<file path="config.mk">
export PLATFORM = sky130hd
export DESIGN_NAME = fp16_unit_arbiter
export DESIGN_NICKNAME = d
export VERILOG_FILES = /design/src/rtl/fp16_unit_arbiter.sv
export SDC_FILE = /design/constraint.sdc
export NUM_CORES = 1
export LEC_CHECK = 0
export ABC_AREA = 1
export BUFFER_PORTS_ARGS = -buffer_cell sky130_fd_sc_hd__buf_2
export CAP_MARGIN = 20
export CORE_AREA = 3 3 74 146
export CTS_CLUSTER_DIAMETER = 120
export DETAILED_ROUTE_END_ITERATION = 12
export DIE_AREA = 0 0 77 149
export PLACE_DENSITY = 0.86
export SLEW_MARGIN = 10
export SYNTH_ARGS = -nofsm -noshare
export SYNTH_HDL_FRONTEND = slang
export SYNTH_SLANG_ARGS = --single-unit
</file>
<file path="constraint.sdc">
create_clock -name clk -period 2.2 [get_ports clk]
set_input_delay 0.22 -clock clk [delete_from_list [all_inputs] [get_ports clk]]
set_output_delay 0.22 -clock clk [all_outputs]
set_load 0.05 [all_outputs]
</file>
<file path="src/rtl/fp16_unit_arbiter.sv">
// Purpose : round-robin share of one fp16 unit (start/clear/valid) among NUM_REQ requesters.
// Latency : gnt at T, unit_start at T+1, rsp_valid at T+3 minimum; grants at least 4 cycles apart.
// Backpr. : one op in flight; new requests wait until IDLE; WAIT holds until unit_valid (or timeout).
//
// Ports: clk/reset_b (async active-low); req/req_a/req_b per-requester level request + operands
// (requester i at [16*i+15:16*i]); gnt one-hot accept pulse; rsp_valid/rsp_result/rsp_err
// one-hot response pulse; busy; unit_start/unit_clear/unit_a/unit_b/unit_valid/unit_result
// to the shared unit. Optional macro FP16_ARB_TIMEOUT_EN adds a WAIT timeout that aborts
// with qNaN (16'h7E00) and rsp_err=1 after TIMEOUT_CYCLES cycles.
module fp16_unit_arbiter #(
    parameter int NUM_REQ        = 4,
    parameter int TIMEOUT_CYCLES = 64
) (
    input  logic                   clk,
    input  logic                   reset_b,
    input  logic [NUM_REQ-1:0]     req,
    input  logic [16*NUM_REQ-1:0]  req_a,
    input  logic [16*NUM_REQ-1:0]  req_b,
    output logic [NUM_REQ-1:0]     gnt,
    output logic [NUM_REQ-1:0]     rsp_valid,
    output logic [15:0]            rsp_result,
    output logic                   rsp_err,
    output logic                   busy,
    output logic                   unit_start,
    output logic                   unit_clear,
    output logic [15:0]            unit_a,
    output logic [15:0]            unit_b,
    input  logic                   unit_valid,
    input  logic [15:0]            unit_result
);

    localparam int IDX_W = $clog2(NUM_REQ);
    localparam logic [IDX_W-1:0]   LAST_IDX = IDX_W'(NUM_REQ - 1);
    localparam logic [NUM_REQ-1:0] ONE_HOT0 = NUM_REQ'(1);

    if (NUM_REQ < 2 || NUM_REQ > 8 || TIMEOUT_CYCLES < 1) begin : g_param_check
        $error("fp16_unit_arbiter: parameter out of range");
    end

    typedef enum logic [1:0] {S_IDLE, S_ISSUE, S_WAIT, S_DONE} state_t;

    state_t             state;
    state_t             state_nxt;
    logic [IDX_W-1:0]   ptr;
    logic [IDX_W-1:0]   owner;
    logic [15:0]        res;
    logic               to_hit;

    // Rotate requests so bit 0 is the requester at the pointer; the lowest
    // set bit of the rotated vector is then the round-robin winner.
    logic [2*NUM_REQ-1:0] req_dbl;
    logic [NUM_REQ-1:0]   req_rot;
    logic [IDX_W-1:0]     win_off;
    logic [IDX_W:0]       win_sum;
    logic [IDX_W-1:0]     win_idx;
    logic                 win_vld;
    logic [15:0]          win_a;
    logic [15:0]          win_b;

    assign req_dbl = {req, req} >> ptr;
    assign req_rot = req_dbl[NUM_REQ-1:0];
    assign win_vld = |req_rot;
    assign win_sum = {1'b0, ptr} + {1'b0, win_off};
    assign win_idx = IDX_W'((win_sum >= (IDX_W+1)'(NUM_REQ)) ? win_sum - (IDX_W+1)'(NUM_REQ) : win_sum);

    always_comb begin
        win_off = '0;
        for (int i = NUM_REQ - 1; i >= 0; i--) begin
            if (req_rot[i]) win_off = IDX_W'(i);
        end
    end

    always_comb begin
        win_a = '0;
        win_b = '0;
        for (int i = 0; i < NUM_REQ; i++) begin
            if (win_idx == IDX_W'(i)) begin
                win_a = req_a[16*i +: 16];
                win_b = req_b[16*i +: 16];
            end
        end
    end

`ifdef FP16_ARB_TIMEOUT_EN
    localparam int               CNT_W    = $clog2(TIMEOUT_CYCLES + 1);
    localparam logic [CNT_W-1:0] CNT_LAST = CNT_W'(TIMEOUT_CYCLES - 1);

    logic [CNT_W-1:0] cnt;
    logic             err;

    // A valid arriving in the last WAIT cycle wins over the abort.
    assign to_hit  = (state == S_WAIT) && !unit_valid && (cnt == CNT_LAST);
    assign rsp_err = (state == S_DONE) && err;

    always_ff @(posedge clk or negedge reset_b) begin
        if (!reset_b) begin
            cnt <= '0;
            err <= 1'b0;
        end else begin
            if (state == S_ISSUE) begin
                cnt <= '0;
            end else if (state == S_WAIT && !unit_valid) begin
                cnt <= cnt + 1'b1;
            end
            if (state == S_WAIT && unit_valid) begin
                err <= 1'b0;
            end else if (to_hit) begin
                err <= 1'b1;
            end
        end
    end
`else
    assign to_hit  = 1'b0;
    assign rsp_err = 1'b0;
`endif

    always_ff @(posedge clk or negedge reset_b) begin
        if (!reset_b) begin
            state <= S_IDLE;
        end else begin
            state <= state_nxt;
        end
    end

    always_comb begin
        state_nxt  = state;
        gnt        = '0;
        rsp_valid  = '0;
        rsp_result = '0;
        busy       = 1'b1;
        unit_start = 1'b0;
        unit_clear = 1'b0;
        unique case (state)
            S_IDLE: begin
                busy = 1'b0;
                if (win_vld) begin
                    gnt       = ONE_HOT0 << win_idx;
                    state_nxt = S_ISSUE;
                end
            end
            S_ISSUE: begin
                unit_start = 1'b1;
                state_nxt  = S_WAIT;
            end
            S_WAIT: begin
                if (unit_valid || to_hit) state_nxt = S_DONE;
            end
            S_DONE: begin
                rsp_valid  = ONE_HOT0 << owner;
                rsp_result = res;
                unit_clear = 1'b1;
                state_nxt  = S_IDLE;
            end
            default: state_nxt = S_IDLE;
        endcase
    end

    always_ff @(posedge clk or negedge reset_b) begin
        if (!reset_b) begin
            ptr    <= '0;
            owner  <= '0;
            unit_a <= '0;
            unit_b <= '0;
            res    <= '0;
        end else begin
            if (state == S_IDLE && win_vld) begin
                unit_a <= win_a;
                unit_b <= win_b;
                owner  <= win_idx;
            end
            if (state == S_WAIT) begin
                if (unit_valid) begin
                    res <= unit_result;
                end else if (to_hit) begin
                    res <= 16'h7E00;
                end
            end
            // Owner drops to lowest priority for the next arbitration.
            if (state == S_DONE) begin
                ptr <= (owner == LAST_IDX) ? '0 : owner + 1'b1;
            end
        end
    end

endmodule
</file>
# == Word level (Yosys, flattened, before mapping) ==
# Index checks and enable logic that the tools add are counted.
# totals
reg_bits,54
latch_bits,0
ram_bits,0
rom_bits,0
in_bits,151
out_inout_bits,60
n_memories,0
# op_classes
n_addsub,3
mul,0
div_mod_pow,0
magnitude_cmp,1
eq_ne,9
shift,3
n_mux,24
bitwise_logic,0
n_reduce_logical,6
# op_table
op,count
16-bit two-way mux,9
2-bit two-way mux,8
4-bit two-way mux,3
"2-bit equality test, second input constant",5
2-bit one-hot mux with 4 select lines,1
"1-bit by 2-bit left shift with 4-bit output, first input constant",2
8-bit by 2-bit >> shifter with 4-bit output,1
"2-bit by 1-bit equality test with 1-bit output, second input constant",2
2-bit logical NOT,2
"2-bit != test, second input constant",2
2-bit AND reduction,2
4-bit OR reduction,1
2-bit by 2-bit adder with 3-bit output,1
"3-bit greater-or-equal comparator, second input constant",1
1-bit two-way mux,3
"2-bit by 1-bit adder with 2-bit output, second input constant",1
"2-bit by 1-bit subtractor with 2-bit output, second input constant",1
1-bit logical AND,1

# == Depth between registers and ports, before layout ==
# Gate-level depths: netlist of the first run.
# logic_depth
ltp_word,13
depth_mapped,18
mapped_depth_nobuf,16

# == Worst setup path before layout of the first run ==
# No wires, ideal clock.
# synth_path
kind,flip-flop to output port
startpoint,register ptr[0]
endpoint,output gnt[1]
arrival_ns,2.898
t_required_ns,1.980
slack_ns,-0.918
path_stages_with_launch,15
path_buffers,2
path_cell_list,dfrtp_1 > inv_2 > nand2_1 > nand3_1 > nand2_1 > nand3_1 > a21boi_0 > ha_1 > xnor2_1 > inv_1 > nand2_4 > nand2_2 > buf_6 > buf_6 > nor3_1
# synth_between
elab_chain_cells,11
# synth_rtl
element,line,rtl
start: declaration,44,logic [IDX_W-1:0] ptr;
start signal: assignment,180,ptr <= (owner == LAST_IDX) ? '0 : owner + 1'b1;
8-bit by 2-bit >> shifter with 4-bit output,60,"assign req_dbl = {req, req} >> ptr;"
2-bit two-way mux (4 in series),69,if (req_rot[i]) win_off = IDX_W'(i);
2-bit by 2-bit adder with 3-bit output,63,"assign win_sum = {1'b0, ptr} + {1'b0, win_off};"
3-bit greater-or-equal comparator / 2-bit by 1-bit subtractor with 2-bit output (equally long branches),64,assign win_idx = IDX_W'((win_sum >= (IDX_W+1)'(NUM_REQ)) ? win_sum - (IDX_W+1)'(NUM_REQ) : win_sum);
2-bit two-way mux,64,
1-bit by 2-bit left shift with 4-bit output,137,gnt = ONE_HOT0 << win_idx;
4-bit two-way mux *,136,if (win_vld) begin
4-bit two-way mux *,133,unique case (state)
end: declaration,19,"output logic [NUM_REQ-1:0] gnt,"
# Mark *: on every way between the ends. The rest lies on a longest branch, timed or not.

# == Worst setup path in the final report of the first run ==
# Same ends and word-level chain as after synthesis.

==> out/qor.tcl, run 1 <==
set qor(outcome) {complete, but fails checks}
set qor(violations) {setup timing}
set qor(critical_path_startpoint_category) {register}
set qor(grt_first_pass_wirelength_mm) 21.1
set qor(cp-startpoint) {ptr[0]$_DFFE_PN0P_}
set qor(ys_async_sr_fraction_pct) 100
set qor(fin_crit_sh_pct) 112
set qor(nFillCells) 917
set qor(grt_antenna_before_repair) 1
set qor(setup_tns_ns) -4.82
set qor(clk_path_buf_depth) 2
set qor(synth.avg_cell_area_um2) 6.61
set qor(io_pins) 211
set qor(detail-route-antenna-nets) 0
set qor(worstSetupEndpointType) {output port}
set qor(totalWireLength_mm) 13.6
set qor(gp_congestion) 0.895
set qor(final_worst_clock_skew_ns) 0.00493
set qor(port_buffers) 209
set qor(avgViaCountPerCell) 4.93
set qor(floorplan.die.height_um) 149
set qor(worst_hold_path_type) {in -> reg}
set qor(yosysSeqAreaShare_pct) 34.0
set qor(synth.ff_latch_count) 54
set qor(cts_buffer_count) 5
set qor(cts.reportedPaths.clkPinSlew_ns) 0.07
set qor(final_hold_viol_count) 0
set qor(achievable-frequency_mhz) 407
set qor(synth_edf_count) 0
set qor(wl_per_cell_um) 14.3
set qor(syn-cell-area_mm2) 0.00397
set qor(drive_gt1_share_pct) 38.3
set qor(cp_max_fo) 6
set qor(report.final.slew_viol_count) 0
set qor(shortest_clock_period_the_worst_path_allows_after_layout_ns) 2.46
set qor(layout.cells.most_common) {sky130_fd_sc_hd__buf_2}
set qor(critical_path_arrival_ns) 2.24
set qor(nets) 981
set qor(postLayoutCellArea_mm2) 0.00584
set qor(worstMarginPinSlew_ns) 0.556
set qor(cp_data_required_time_ns) 1.98
set qor(vias) 4705
set qor(slew_headroom_pct) 62.9
set qor(synthesis.instances) 601
set qor(drcViolationCount) 0
set qor(grt_use_total_pct) 22.7
set qor(criticalPathCategory) {reg -> out}
set qor(initial_core_util_pct) 40.7
set qor(maximum_number_of_pins_on_one_net_before_global_route_repair) 56
set qor(dominantRegCellSynth) {sky130_fd_sc_hd__dfrtp_1}
set qor(placement_cell_area_mm2) 0.00539
set qor(worstPathBufferInverterCount) 3
set qor(core_mm2) 0.00976
set qor(crit_chain) {inv_4, nand2_2, nand3_1, nand2_1, a21boi_1, ha_2, xnor2_4, inv_2, nand2_4, nand2_8, nor3_4, buf_6}
set qor(drv.max_cap_violation_count) 0
set qor(first_pass_iters) 4
set qor(grt_setup_unrepaired) {true}
set qor(critical_path_max_stage_delay_ns) 0.46
set qor(beginning_of_the_worst_hold_path) {unit_result[6]}
set qor(worst_path_dominant_cell_family) {simple AND/OR/NAND/NOR gates}
set qor(cts_max_level) 2
set qor(hpwl_mm) 10.2
set qor(cts.sink_count) 54
set qor(grt_overflow_total) 0
set qor(synth.net_count) 761
set qor(regToRegStartpoint) {ptr[0]$_DFFE_PN0P_}
set qor(layout.cells.most_common_list) {sky130_fd_sc_hd__buf_2 (206), sky130_fd_sc_hd__nand2_1 (171), sky130_fd_sc_hd__inv_1 (103)}
set qor(grt_pass1_vias) 4507
set qor(die-width_um) 77
set qor(finalSetupViolations) 35
set qor(cts_tree) {yes}
set qor(drtIter0Drc) 223
set qor(synth-warning-count) 0
set qor(synth_cell_types) 25
set qor(clockRootBuffer) {sky130_fd_sc_hd__clkbuf_16}
set qor(synthToLayoutAreaGrowth_pct) 47.0
set qor(clock_latency_ns) 0.30
set qor(finalWorstSetupSlack_ns) -0.258
set qor(row_count) 51
set qor(crit_slowest_cell) {sky130_fd_sc_hd__dfrtp_2}
set qor(fp.dieArea_mm2) 0.0115
-- logic make-up (layout without fill, tap and decap cells) --
| family | after synthesis | count (layout) | share of synthesized area, % |
|---|---|---|---|
| and+or+nand+nor | 336 | 336 | 38.5 |
| DFF | 54 | 54 | 34.0 |
| adders and majority gates | 9 | 9 | 2.83 |
| muxes | 16 | 16 | 4.54 |
| buffers and inverters | 151 | 372 | 15.5 |
| xor gates and xnor gates | 1 | 1 | 0.221 |
| other | 1 | 2 | 0.0944 |
| AOI/OAI and AO/OA | 33 | 33 | 4.28 |
-- state kept, by name (all words and copies together) (netlist names) --
signal	cells
res	16
unit_a	16
unit_b	16
owner	2
ptr	2
state	2
-- cells in the mapped netlist (3+ instances only) --
cell type	instances	area, µm²
sky130_fd_sc_hd__inv_2	5	18.8
sky130_fd_sc_hd__dfrtp_1	54	1350
sky130_fd_sc_hd__nand3_1	67	335
sky130_fd_sc_hd__a21oi_1	3	15.0
sky130_fd_sc_hd__mux2_2	16	180
sky130_fd_sc_hd__nand2_1	178	668
sky130_fd_sc_hd__buf_1	8	30.0
sky130_fd_sc_hd__nand4_1	59	369
sky130_fd_sc_hd__buf_6	4	45.0
sky130_fd_sc_hd__ha_1	9	113
sky130_fd_sc_hd__clkbuf_1	20	75.1
sky130_fd_sc_hd__buf_2	6	30.0
sky130_fd_sc_hd__inv_1	105	394
sky130_fd_sc_hd__o21ai_0	28	140
sky130_fd_sc_hd__nand2_2	5	31.3
sky130_fd_sc_hd__nor2_1	23	86.3
sky130_fd_sc_hd__buf_4	3	22.5
-- layout make-up --
type                       instances  area (µm²)  share of cell area (%)
multi-input combinational        396        2140                    36.7
tap                              132         165                    2.83
sequential                        54        1350                    23.2
clock buffer                       5         125                    2.14
inverter                         110         415                    7.11
antenna                            1        2.50                  0.0428
clock inverter                     3        47.5                   0.814
timing repair buffer             254        1590                    27.2
-- metal layers --
metal | wire length, µm | global-route usage, % | up-vias
li1 | - | - | 2345
met3 | 891 | 3.99 | 26
met2 | 7440 | 42.8 | 201
met4 | 428 | 9.80 | 0
met1 | 4870 | 24.4 | 2133
met5 | 0 | 0 | -
-- metrics by stage --
step	setup slack [ns]	hold slack (ns)	util (%)	cells
after detailed placement	-0.247	0.243	55.2	938
after CTS	-0.290	0.142	58.7	951
final	-0.258	0.149	59.8	955
after global routing	-0.420	0.153	59.8	955
after floorplan	-0.222	-0.0756	-	601
after global placement	-0.139	0.232	55.2	938
-- path summary, 6_finish.rpt --
kind,to,slack [ns],depth (start not counted)
worst max-delay path,gnt[1],-0.26,12
worst min-delay path,res[6]$_DFFE_PN0P_,0.15,2
worst max register to register,unit_a[10]$_DFFE_PN0P_,-0.19,17
worst min register to register,unit_b[2]$_DFFE_PN0P_,0.47,2
max in group asynchronous,res[10]$_DFFE_PN0P_,1.04,4
min in group asynchronous,unit_a[12]$_DFFE_PN0P_,0.45,2
-- timing repair --
action | in CTS | in global routing
pin swaps | 9 | 14
endpoints found under the hold margin | 20 | 0
gates cloned | 1 | 2
endpoints found under the setup margin | 37 | 37
hold buffers | 1 | 0
gates resized for setup | 28 | 20
buffers inserted | 3 | 1
Power of run 1 is not shown: default switching activity piles up to over one toggle a cycle in this logic, so the estimate is an artifact.
==> run 2, diff against run 1 <==
- ABC_AREA: 1 -> default
- CORE_AREA: 3 3 74 146 -> 3 3 71 139
- DIE_AREA: 0 0 77 149 -> 0 0 74 142
- PLACE_DENSITY: 0.86 -> 0.87
==> run 2 against run 1 <==
Utilization rose by 1.1 points. The flow still finishes with violations (setup timing). Critical endpoint is now gnt[0]. Sequential share of layout area grew 1.4 points. Critical path type unchanged. Via count down 23%. Critical path depth did not move.
==> out/qor.tcl, run 2 <==
set qor(outcome) {complete, but fails checks}
set qor(violations) {setup timing}
set qor(worst_path_dominant_cell_family) {buffers and inverters}
set qor(beginning_of_the_worst_hold_path) {unit_result[3]}
set qor(worstMarginPinSlew_ns) 0.600 ;# +0.0440 ns
set qor(totalWireLength_mm) 12.0 ;# -12%
set qor(switching_share_pct) 46.9
set qor(fin_util_pct) 60.9 ;# +1.1 points
set qor(first_pass_iters) 4 ;# unchanged
set qor(crit_slowest_cell) {sky130_fd_sc_hd__dfrtp_1}
set qor(avgViaCountPerCell) 5.34 ;# +8.4%
set qor(die-width_um) 74 ;# -3.9%
set qor(hpwl_mm) 8.98 ;# -12%
set qor(final_worst_clock_skew_ns) 0.00304 ;# -0.00188 ns
set qor(critical_path_arrival_ns) 2.43 ;# +0.19 ns
set qor(layout.cells.most_common_list) {sky130_fd_sc_hd__buf_2 (205), sky130_fd_sc_hd__nand2_1 (59), sky130_fd_sc_hd__dfrtp_1 (54)}
set qor(nets) 739 ;# -25%
set qor(cts_buffer_count) 5 ;# unchanged
set qor(powerDensity_mw_per_mm2) 2120
set qor(synth_largest_area_cell) {sky130_fd_sc_hd__dfrtp_1}
set qor(cp_data_required_time_ns) 1.98 ;# about the same
set qor(detail-route-antenna-nets) 0 ;# unchanged
set qor(cts.reportedPaths.clkPinSlew_ns) 0.07 ;# about the same
set qor(worstPathBufferInverterCount) 3 ;# unchanged
set qor(cts_max_level) 2 ;# unchanged
set qor(finalWorstSetupSlack_ns) -0.453 ;# -0.196 ns
set qor(dp_worst_setup_slack_ns) -0.410 ;# -0.163 ns
set qor(critical_path_max_stage_delay_ns) 0.42 ;# -0.04 ns
set qor(shortest_clock_period_the_worst_path_allows_after_layout_ns) 2.65 ;# +0.196 ns
set qor(report.final.slew_viol_count) 0 ;# unchanged
set qor(layout.cells.most_common) {sky130_fd_sc_hd__buf_2}
set qor(criticalPathCategory) {reg -> out}
set qor(synth_cell_types) 38 ;# +52%
set qor(multi_input_comb_area_mm2) 0.00218 ;# +1.6%
set qor(setup_tns_ns) -14.40 ;# -9.59 ns
set qor(share_clk_of_total_power_pct) 7.8
set qor(critical_path_startpoint_category) {register}
set qor(n_antenna_cell) 0 ;# -1
set qor(slew_headroom_pct) 60.0 ;# -2.9 points
set qor(ys_async_sr_fraction_pct) 100 ;# unchanged
set qor(yosysSeqAreaShare_pct) 38.4 ;# +4.4 points
set qor(fp.dieArea_mm2) 0.0105 ;# -8.4%
set qor(gp_congestion) 0.847 ;# -5.4%
set qor(synth_common_cells) {sky130_fd_sc_hd__nand2_1 (59), sky130_fd_sc_hd__dfrtp_1 (54), sky130_fd_sc_hd__mux2i_1 (33)}
set qor(grt_antenna_before_repair) 0 ;# -1
set qor(comb_power_share_pct) 76.5
set qor(syn-cell-area_mm2) 0.00352 ;# -11%
set qor(crit_chain) {nand2b_4, a21oi_2, nor2_1, a21oi_1, a21oi_2, ha_2, xor2_4, xnor2_4, buf_12, buf_4, nor3_4, buf_6}
set qor(synth-warning-count) 0 ;# unchanged
set qor(synth_top_cell_area_share_pct) 38.4 ;# +4.4 points
set qor(clock_latency_ns) 0.29 ;# about the same
set qor(area.sequential_mm2) 0.00135 ;# -0.18%
set qor(row_count) 49 ;# -3.9%
set qor(synth.avg_cell_area_um2) 10.3 ;# +55%
set qor(cp-startpoint) {ptr[1]$_DFFE_PN0P_}
set qor(leakage_power_nw) 2.86
set qor(drcViolationCount) 0 ;# unchanged
set qor(share_seq_of_total_power_pct) 15.7
set qor(final-instance-count-excl-fill) 682 ;# -29%
set qor(grt_pass1_vias) 3810 ;# -15%
set qor(worstSetupEndpointType) {output port}
set qor(achievable-frequency_mhz) 377 ;# -7.4%
set qor(synth.area.top_cells) {sky130_fd_sc_hd__dfrtp_1 (38%), sky130_fd_sc_hd__mux2i_1 (9.4%), sky130_fd_sc_hd__a221o_1 (7.7%)}
set qor(regToRegStartpoint) {ptr[1]$_DFFE_PN0P_}
set qor(p_int_w) 0.00617
set qor(wl_per_cell_um) 17.6 ;# +24%
set qor(drv.max_cap_violation_count) 0 ;# unchanged
set qor(core_mm2) 0.00901 ;# -7.7%
set qor(synth_edf_count) 0 ;# unchanged
set qor(finalSetupViolations) 37 ;# +5.7%
set qor(maximum_number_of_pins_on_one_net_before_global_route_repair) 34 ;# -39%
set qor(power.switching_w) 0.00545
set qor(vias) 3643 ;# -23%
set qor(drtIter0Drc) 171 ;# -23%
set qor(grt_use_total_pct) 22.0 ;# -0.74 points
set qor(max-vdd-ir-drop_uv) 1190
set qor(cp_max_fo) 9 ;# +3
set qor(io_pins) 211 ;# unchanged
set qor(initial_core_util_pct) 39.0 ;# -1.7 points
set qor(fin_crit_sh_pct) 121 ;# +8.9 points
set qor(clk_path_buf_depth) 2 ;# unchanged
set qor(final_hold_viol_count) 0 ;# unchanged
set qor(floorplan.die.height_um) 142 ;# -4.7%
set qor(dominantRegCellSynth) {sky130_fd_sc_hd__dfrtp_1}
set qor(synthMostInstantiatedCell) {sky130_fd_sc_hd__nand2_1}
set qor(cts_tree) {yes}
set qor(grt_overflow_total) 0 ;# unchanged
set qor(cts.sink_count) 54 ;# unchanged
set qor(drive_gt1_share_pct) 56.7 ;# +18 points
set qor(largestRegisters) {res: 16 flops, unit_a: 16 flops, unit_b: 16 flops}
set qor(synthesis.instances) 343 ;# -43%
set qor(synth.net_count) 503 ;# -34%
set qor(port_buffers) 209 ;# unchanged
set qor(synthToLayoutAreaGrowth_pct) 56.0
set qor(whs_ns) 0.156 ;# +0.00654 ns
set qor(place_inst) 656 ;# -30%
set qor(grt_setup_unrepaired) {true}
set qor(critical_path.most_common_cell) {sky130_fd_sc_hd__a21oi_2}
set qor(nFillCells) 703 ;# -23%
set qor(worst_hold_path_type) {in -> reg}
set qor(synth.ff_latch_count) 54 ;# unchanged
set qor(clockRootBuffer) {sky130_fd_sc_hd__clkbuf_16}
set qor(grt_first_pass_wirelength_mm) 18.0 ;# -15%
[run 2: cell types whose count changed after synthesis, sizes merged, moves of 24 or more]
| cell | before | now |
|---|---|---|
| mux2i | 0 | 33 |
| inv | 110 | 7 |
| nand3 | 68 | 3 |
| mux2 | 16 | 44 |
| o21ai | 28 | 4 |
| nand4 | 59 | 0 |
| nand2 | 184 | 59 |
| a221o | 0 | 27 |
[run 2: power groups by stage]
stage	Sequential (W)	Clock (W)	Combinational [W]
2_1_floorplan	0.00276	0	0.00459
3_3_place_gp	0.00180	0	0.00726
5_1_grt	0.00189	0.000961	0.00941
3_5_place_dp	0.00183	0	0.00750
6_report	0.00183	0.000909	0.00889
4_1_cts	0.00183	0.000926	0.00820
[run 2: cell families (layout without fill, tap and decap cells)]
logic type	Yosys count	count (layout)	share of synthesized area, %
buf+inv	34	271	4.84
xor+xnor	3	3	0.960
fa+ha+maj	9	9	3.20
flops	54	54	38.4
simple gates	109	109	14.5
compound gates	56	56	13.3
mux	77	77	24.8
other cells	1	1	0.107
[run 2: final timing paths]
check	cells past startpoint	slack, ns	to
setup / recovery	12	-0.45	gnt[0]
hold / removal	2	0.16	res[3]$_DFFE_PN0P_
setup reg to reg	12	-0.45	unit_b[14]$_DFFE_PN0P_
hold reg to reg	2	0.50	unit_a[6]$_DFFE_PN0P_
max in group asynchronous	3	1.27	unit_a[15]$_DFFE_PN0P_
min in group asynchronous	2	0.34	res[0]$_DFFE_PN0P_
[run 2: cell type report]
class | instances | area share, %
tap | 102 | 2.33
timing repair buffer | 256 | 29.9
multi-input combinational | 255 | 39.7
clock buffer | 5 | 2.28
clock inverter | 3 | 0.730
inverter | 7 | 0.479
sequential | 54 | 24.6
[run 2: repair_timing]
item,4_1_cts,5_1_grt
cloned,1,4
buffers inserted,10,2
setup endpoints to repair,37,37
gates resized for setup,17,11
hold buffers,1,0
pin swaps,9,4
hold endpoints to repair,11,0
[run 2: stage by stage]
stage	power, W	area, µm²
after global placement	0.00906	4990
after global routing	0.0123	5490
final	0.0116	5490
after floorplan	0.00735	3650
after CTS	0.0110	5340
after detailed placement	0.00934	4990
[run 2: metal layers]
metal	GRT usage, %	vias up	wire length, µm
met2	41.4	172	6890
li1	-	1689	-
met5	0	-	0
met1	23.6	1753	4150
met3	3.18	29	649
met4	8.31	0	339
Note: power is estimated with default switching activity, not from simulation.
